**config.mk**
```make
export PLATFORM = sky130hd
export DESIGN_NAME = gpio_lane_arbiter
export DESIGN_NICKNAME = d
export VERILOG_FILES = /design/src/rtl/gpio_lane_arbiter.sv
export SDC_FILE = /design/constraint.sdc
export NUM_CORES = 1
export LEC_CHECK = 0
export ABC_AREA = 0
export BUFFER_PORTS_ARGS = -buffer_cell sky130_fd_sc_hd__buf_2
export CAP_MARGIN = 0
export CORE_UTILIZATION = 52
export CTS_CLUSTER_SIZE = 14
export DETAILED_ROUTE_END_ITERATION = 10
export PLACE_DENSITY_LB_ADDON = 0.12
export SYNTH_ARGS = -nofsm -noshare
export SYNTH_HDL_FRONTEND = slang
export SYNTH_SLANG_ARGS = --single-unit
export TNS_END_PERCENT = 30
```
**constraint.sdc**
```tcl
create_clock -name CLOCK_50 -period 7.06 [get_ports CLOCK_50]
set_clock_uncertainty 0.05 [all_clocks]
set_input_delay 0.353 -clock CLOCK_50 [delete_from_list [all_inputs] [get_ports CLOCK_50]]
set_output_delay 0.353 -clock CLOCK_50 [all_outputs]
set_load 0.005 [all_outputs]
```
**src/rtl/gpio_lane_arbiter.sv**
```systemverilog
// Round-robin arbiter sharing a 32-bit GPIO output image among four byte-lane writers,
// with a programmable hold-off between commits.
module gpio_lane_arbiter #(
   parameter int unsigned HOLD_CYCLES = 4
) (
   input  logic        CLOCK_50,
   input  logic        KEY0,
   input  logic        clr,
   input  logic [3:0]  req,
   input  logic [7:0]  lane,
   input  logic [31:0] data,
   output logic [3:0]  ack,
   output logic [31:0] gpio_out,
   output logic [31:0] gpio_oe,
   output logic        busy,
   output logic [1:0]  owner
);

   localparam int unsigned CW = $clog2(HOLD_CYCLES + 1);

   localparam logic [0:0] S_IDLE = 1'b0;
   localparam logic [0:0] S_HOLD = 1'b1;

   logic [0:0]    state_q, state_d;
   logic [CW-1:0] cnt_q, cnt_d;
   logic [1:0]    rr_q, rr_d;
   logic [1:0]    owner_q, owner_d;
   logic [3:0]    ack_q, ack_d;
   logic [31:0]   out_q, out_d;
   logic [31:0]   oe_q, oe_d;

   logic          gnt_valid;
   logic [1:0]    gnt_idx;
   logic [1:0]    gnt_lane;
   logic [1:0]    cand;

   // First asserted requester at or after the RR pointer, searching upward mod 4.
   always_comb begin
      gnt_valid = 1'b0;
      gnt_idx   = '0;
      cand      = '0;
      for (int unsigned i = 0; i < 4; i++) begin
         cand = rr_q + 2'(i);
         if (!gnt_valid && req[cand]) begin
            gnt_valid = 1'b1;
            gnt_idx   = cand;
         end
      end
      gnt_lane = lane[2*gnt_idx +: 2];
   end

   always_comb begin
      state_d = state_q;
      cnt_d   = cnt_q;
      rr_d    = rr_q;
      owner_d = owner_q;
      ack_d   = '0;
      out_d   = out_q;
      oe_d    = oe_q;
      if (clr) begin
         state_d = S_IDLE;
         cnt_d   = '0;
         out_d   = '0;
         oe_d    = '0;
      end else begin
         case (state_q)
            S_IDLE: begin
               if (gnt_valid) begin
                  out_d[8*gnt_lane +: 8] = data[8*gnt_idx +: 8];
                  oe_d[8*gnt_lane +: 8]  = '1;
                  ack_d[gnt_idx]         = 1'b1;
                  owner_d                = gnt_idx;
                  rr_d                   = gnt_idx + 2'd1;
                  cnt_d                  = CW'(HOLD_CYCLES - 1);
                  state_d                = S_HOLD;
               end
            end
            default: begin
               if (cnt_q == '0) state_d = S_IDLE;
               else             cnt_d   = cnt_q - CW'(1);
            end
         endcase
      end
   end

   always_ff @(posedge CLOCK_50 or negedge KEY0) begin
      if (!KEY0) begin
         state_q <= S_IDLE;
         cnt_q   <= '0;
         rr_q    <= '0;
         owner_q <= '0;
         ack_q   <= '0;
         out_q   <= '0;
         oe_q    <= '0;
      end else begin
         state_q <= state_d;
         cnt_q   <= cnt_d;
         rr_q    <= rr_d;
         owner_q <= owner_d;
         ack_q   <= ack_d;
         out_q   <= out_d;
         oe_q    <= oe_d;
      end
   end

   assign ack      = ack_q;
   assign gpio_out = out_q;
   assign gpio_oe  = oe_q;
   assign busy     = (state_q == S_HOLD);
   assign owner    = owner_q;

endmodule

```
[After elaboration in Yosys (flattened, before gate mapping)]
Cells that the tools add are included.
Operators by class
  add/sub/neg operators: 6
  multiply operators: 0
  div/mod/pow operators: 0
  $lt $le $gt $ge: 6
  equal/unequal tests: 2
  shift operators: 5
  multiplexer cells: 37
  bitwise logic cells: 2
  reductions and logical operators: 13
Operators by type and width (count)
  32-bit two-way mux: 6
  32-bit bitwise mux: 2
  5-bit negator with 34-bit output: 1
  8-bit by 34-bit variable shift with 32-bit output (first input constant): 1
  8-bit by 34-bit variable part select with 32-bit output: 1
  8-bit by 34-bit variable part select with 32-bit output (first input constant): 1
  32-bit by 6-bit variable part select with 8-bit output: 1
  2-bit by 3-bit < comparator with 1-bit output (second input constant): 5
  1-bit two-way mux: 13
  3-bit two-way mux: 4
  4-bit two-way mux: 3
  1-bit binary-select mux with 2-bit select: 4
  2-bit two-way mux: 4
  8-bit by 4-bit variable part select with 2-bit output: 1
  2-bit by 1-bit adder with 2-bit output (second input constant): 2
  2-bit adder (second input constant): 2
  1-bit logical AND: 4
  2-bit AND reduction: 2
  1-bit logical NOT: 3
  3-bit logical NOT: 1
  3-bit inequality test (second input constant): 1
  3-bit AND reduction: 1
  3-bit nonzero test: 1
  3-bit by 1-bit subtractor with 3-bit output (second input constant): 1
  other kinds (5): 6
Storage, ports and cells
  flip-flop bits (word level): 76
  latch bits: 0
  bits in writable memories: 0
  ROM bits: 0
  logic and storage cells: 78
  memories: 0

[Depth between registers and ports, before layout]
  word-level depth: 19
  gate-level depth with buffers: 12
  mapped depth without buffers: 10

[Worst setup path after synthesis]
Ideal clock, no wire load.
  kind: register -> register
  from: register rr_q[0]
  to: register out_q[30] (netlist: gpio_out[30])
  setup time: 0.079 ns
  arrival: 2.703 ns
  data required time: 6.931 ns
  path slack: 4.228 ns
  stages on the path, launching flop included: 13
  path buffers: 2
  clock period less this slack: 2.832 ns
  path through: dfrtp_1 -> nand2b_1 -> nor2b_1 -> o22a_1 -> buf_4 -> mux2i_1 -> mux2i_2 -> inv_1 -> ha_1 -> clkbuf_1 -> nor3b_1 -> nand2_1 -> mux2i_1
Between the ends
  word-level cells in the longest chain between the ends: 19
  elaborated cells on any way between the ends: 36
RTL lines
  start: declaration: RTL line 26  | logic [1:0] rr_q, rr_d;
  start signal: assignment: RTL line 98  | rr_q <= rr_d;
  parallel branches: the longest is 19 deep, another holds 2-bit by 1-bit adder with 2-bit output
  end signal: assignment: RTL line 101  | out_q <= out_d;
  end: declaration: RTL line 29  | logic [31:0] out_q, out_d;
Several ways; the timed one is not identified. The select of a mux whose other input is x is not followed.
A chain may end at the register's enable or synchronous reset.

[Worst setup path in the final report]
  from: register rr_q[1]
  to: register out_q[27] (netlist: gpio_out[27])
The elaborated chain is that of the path after synthesis.

==> summary.md <==
| Metric | Value |
|---|---|
| Final setup viols | 0 |
| Synth cell types | 35 |
| # nets final | 437 |
| Mapped Area | 2790 um2 |
| Worst-path maximum fanout | 17 |
| Tmin final | 3.31 ns |
| Worst-Margin Slew | 1.04 ns |
| Register area share after synthesis | 0.431 |
| ANT nets after route | 0 |
| PostCTS Resize Cnt | 0 |
| Vias per cell | 5.13 |
| RSZ-0062 raised after global routing | no |
| N_diodes | 0 |
| Standby leakage power | 1.83 nW |
| Number of buffers created by CTS | 5 |
| Area of the multi-input gates | 1270 um2 |
| Yosys warning count | 0 |
| Port Buffers | 117 |
| Worst IR Drop VDD | 0.158 mV |
| Crit-path cells | a21o_1, a21oi_1, o22a_1, buf_4, mux2i_1, mux2i_2, inv_1, ha_1, nor3b_1, nand2_1, mux2i_1 |
| Clock transition at path regs | 0.10 ns |
| Area growth, synth to finish | 18.0% |
| Starting Density | 0.543 |
| Layout cells sized above 1 | 0.356 |
| Die width | 75.2 um |
| FP Rows | 26 |
| Asr flop ratio synth | 1.00 |
| Final worst setup slack | 3.75 ns |
| Number of synthesized register bits | 48 |
| Fmax | 302 MHz |
| WP buf/inv | 2 |
| Die area | 5660 um2 |
| Total power | 921 uW |
| Commonest non-fill, non-tap cell in the layout | buf_2 |
| Slew Limit Headroom | 0.303 |
| Worst Setup Path Type | flop to flop |
| Setup Buffers After CTS | 0 |
| DRC viols | 0 |
| Gp weighted congestion | 0.836 |
| CP max-delay cell | nor3b_1 |
| Avg WL per Cell | 13.4 um |
| CTS tree | built |
| Crit start category | flop |
| CP max stage delay | 0.75 ns |
| Layout filler cell count | 462 |
| Most frequent CP cell | mux2i_1 |
| Endpoints failing hold | 0 |
| DR vias | 2321 |
| First-pass GRT wire length | 9.76 mm |
| CTS Buffer Depth | 2 |
| Mapped Cells | 295 |
| Slew Viols, Final | 0 |
| Vias in the first global route | 2073 |
| Most frequent cells in the layout | 117 x buf_2, 59 x nand2_1, 48 x dfrtp_1 |
| Register area | 1200 um2 |
| Largest net degree at the start of global routing | 49 |
| Final cycle utilization of the critical path | 0.468 |
| Syn_area_per_cell | 9.45 um2 |
| Top cell type's share of synthesized area | 0.431 |
| GRT overflow | 0 |
| PD cells | 280 nW/um2 |
| Post-Route WL | 6.05 mm |
| Main synth FF type | dfrtp_1 |
| Mapped Nets | 351 |
| Worst slack, placed | 3.71 ns |
| Worst-skew pair later-pin latency | 0.30 ns |
| Top cells by area, synth | dfrtp_1 43%, mux2i_1 14%, buf_4 8.1%, nand2_1 7.9%, ha_1 4.0% |
| Status | completed |
| Hold Path Class | primary input to asynchronous set/reset pin |
| WP data arrival | 3.50 ns |
| Max-Cap Viols | 0 |
| CORE AREA | 5140 um2 |
| TNS Setup | 0 ns |
| Delay-heaviest family, CP | simple AND/OR/NAND/NOR gates |
| I/O Pins | 118 |
| Initial antenna violation count | 0 |
| Leading area contributor after synthesis | dfrtp_1 |
| Critical Path RT | 7.25 ns |
| DRT Pass-1 Iters | 4 |
| H-tree depth | 2 |
| DP HPWL | 4.46 mm |
| CP Capture Type | flop |
| DIE HEIGHT | 75.2 um |
| Hold_buf cts | 0 |
| Tot GR Track Use | 0.234 |
| Clock root buffer | clkbuf_8 |
| 1st-iter DRT viols | 177 |
| Clock Sinks | 48 |
| EDFF count, synth | 0 |
[cells by family after synthesis]
family / Yosys count / share of synthesized area
AND/OR/NAND/NOR: 103 / 0.163
buffers and inverters: 49 / 0.112
flip-flops: 48 / 0.431
multiplexers: 43 / 0.158
AO/OA/AOI/OAI: 42 / 0.0924
adder cells (fa/ha/maj): 9 / 0.0404
XOR/XNOR: 1 / 0.00314
[worst register-to-register path: cells and delay by family (launching register included)]
family | cells | cell delay, ns
AOI/OAI and AO/OA | 3 | 0.49
adders and majority gates | 1 | 0.47
buffers and inverters | 2 | 0.35
DFF | 1 | 0.47
muxes | 3 | 0.57
and+or+nand+nor | 2 | 0.86
[cells in the mapped netlist, types with 3 or more instances]
cell type	n
and2_1	4
nand2b_1	10
nor2_1	13
nor3_1	3
buf_4	30
dfrtp_1	48
mux2i_1	38
o21ai_0	15
nand3_1	8
nand2_1	59
a21oi_1	15
mux2_2	3
clkbuf_1	7
inv_1	8
ha_1	9
[per-stage QoR]
step	cell area, um2	hold WS, ns	instances	util
4_1_cts	3290	0.204	452	0.640
3_5_place_dp	3200	0.426	444	0.622
2_1_floorplan	2790	0.00741	295	-
6_report	3290	0.161	452	0.640
5_1_grt	3290	0.249	452	0.640
3_3_place_gp	3200	0.414	444	0.622
[metal layers]
| layer | wire [um] | share of wire | vias to the layer above | track usage |
|---|---|---|---|---|
| met3 | 379 | 0.063 | 8 | 0.0455 |
| met4 | 76 | 0.013 | 0 | 0.0700 |
| met5 | 0 | 0 | - | 0 |
| li1 | - | - | 1132 | - |
| met2 | 2740 | 0.45 | 105 | 0.374 |
| met1 | 2850 | 0.47 | 1076 | 0.325 |
[final timing paths]
check,cells after the start,slack [ns],to,start
max in group asynchronous,1,6.14,owner[1],KEY0
hold reg to reg,2,0.44,gpio_out[17],gpio_out[17]
hold / removal,1,0.16,gpio_out[2],KEY0
setup / recovery,11,3.75,gpio_out[27],rr_q[1]
setup reg to reg,11,3.75,gpio_out[27],rr_q[1]
min in group CLOCK_50,2,0.42,gpio_oe[7],clr
[report_power, final]
group	internal (mW)	switching (mW)
sequential	0.314	0.0319
clock	0.0703	0.0981
combinational	0.175	0.232
[layout make-up]
| cell class | count | share of cell area |
|---|---|---|
| Inverter | 9 | 0.0103 |
| Multi-Input combinational cell | 198 | 0.387 |
| Sequential cell | 48 | 0.365 |
| Timing Repair Buffer | 119 | 0.183 |
| Clock buffer | 5 | 0.0209 |
| Clock inverter | 3 | 0.00722 |
| Tap cell | 70 | 0.0266 |
[flip-flops by register name, indices dropped and copies added (netlist names)]
name	cells
gpio_out	32
ack	4
busy	1
gpio_oe	4
cnt_q	3
rr_q	2
owner	2
(Power assumes the default switching activity.)
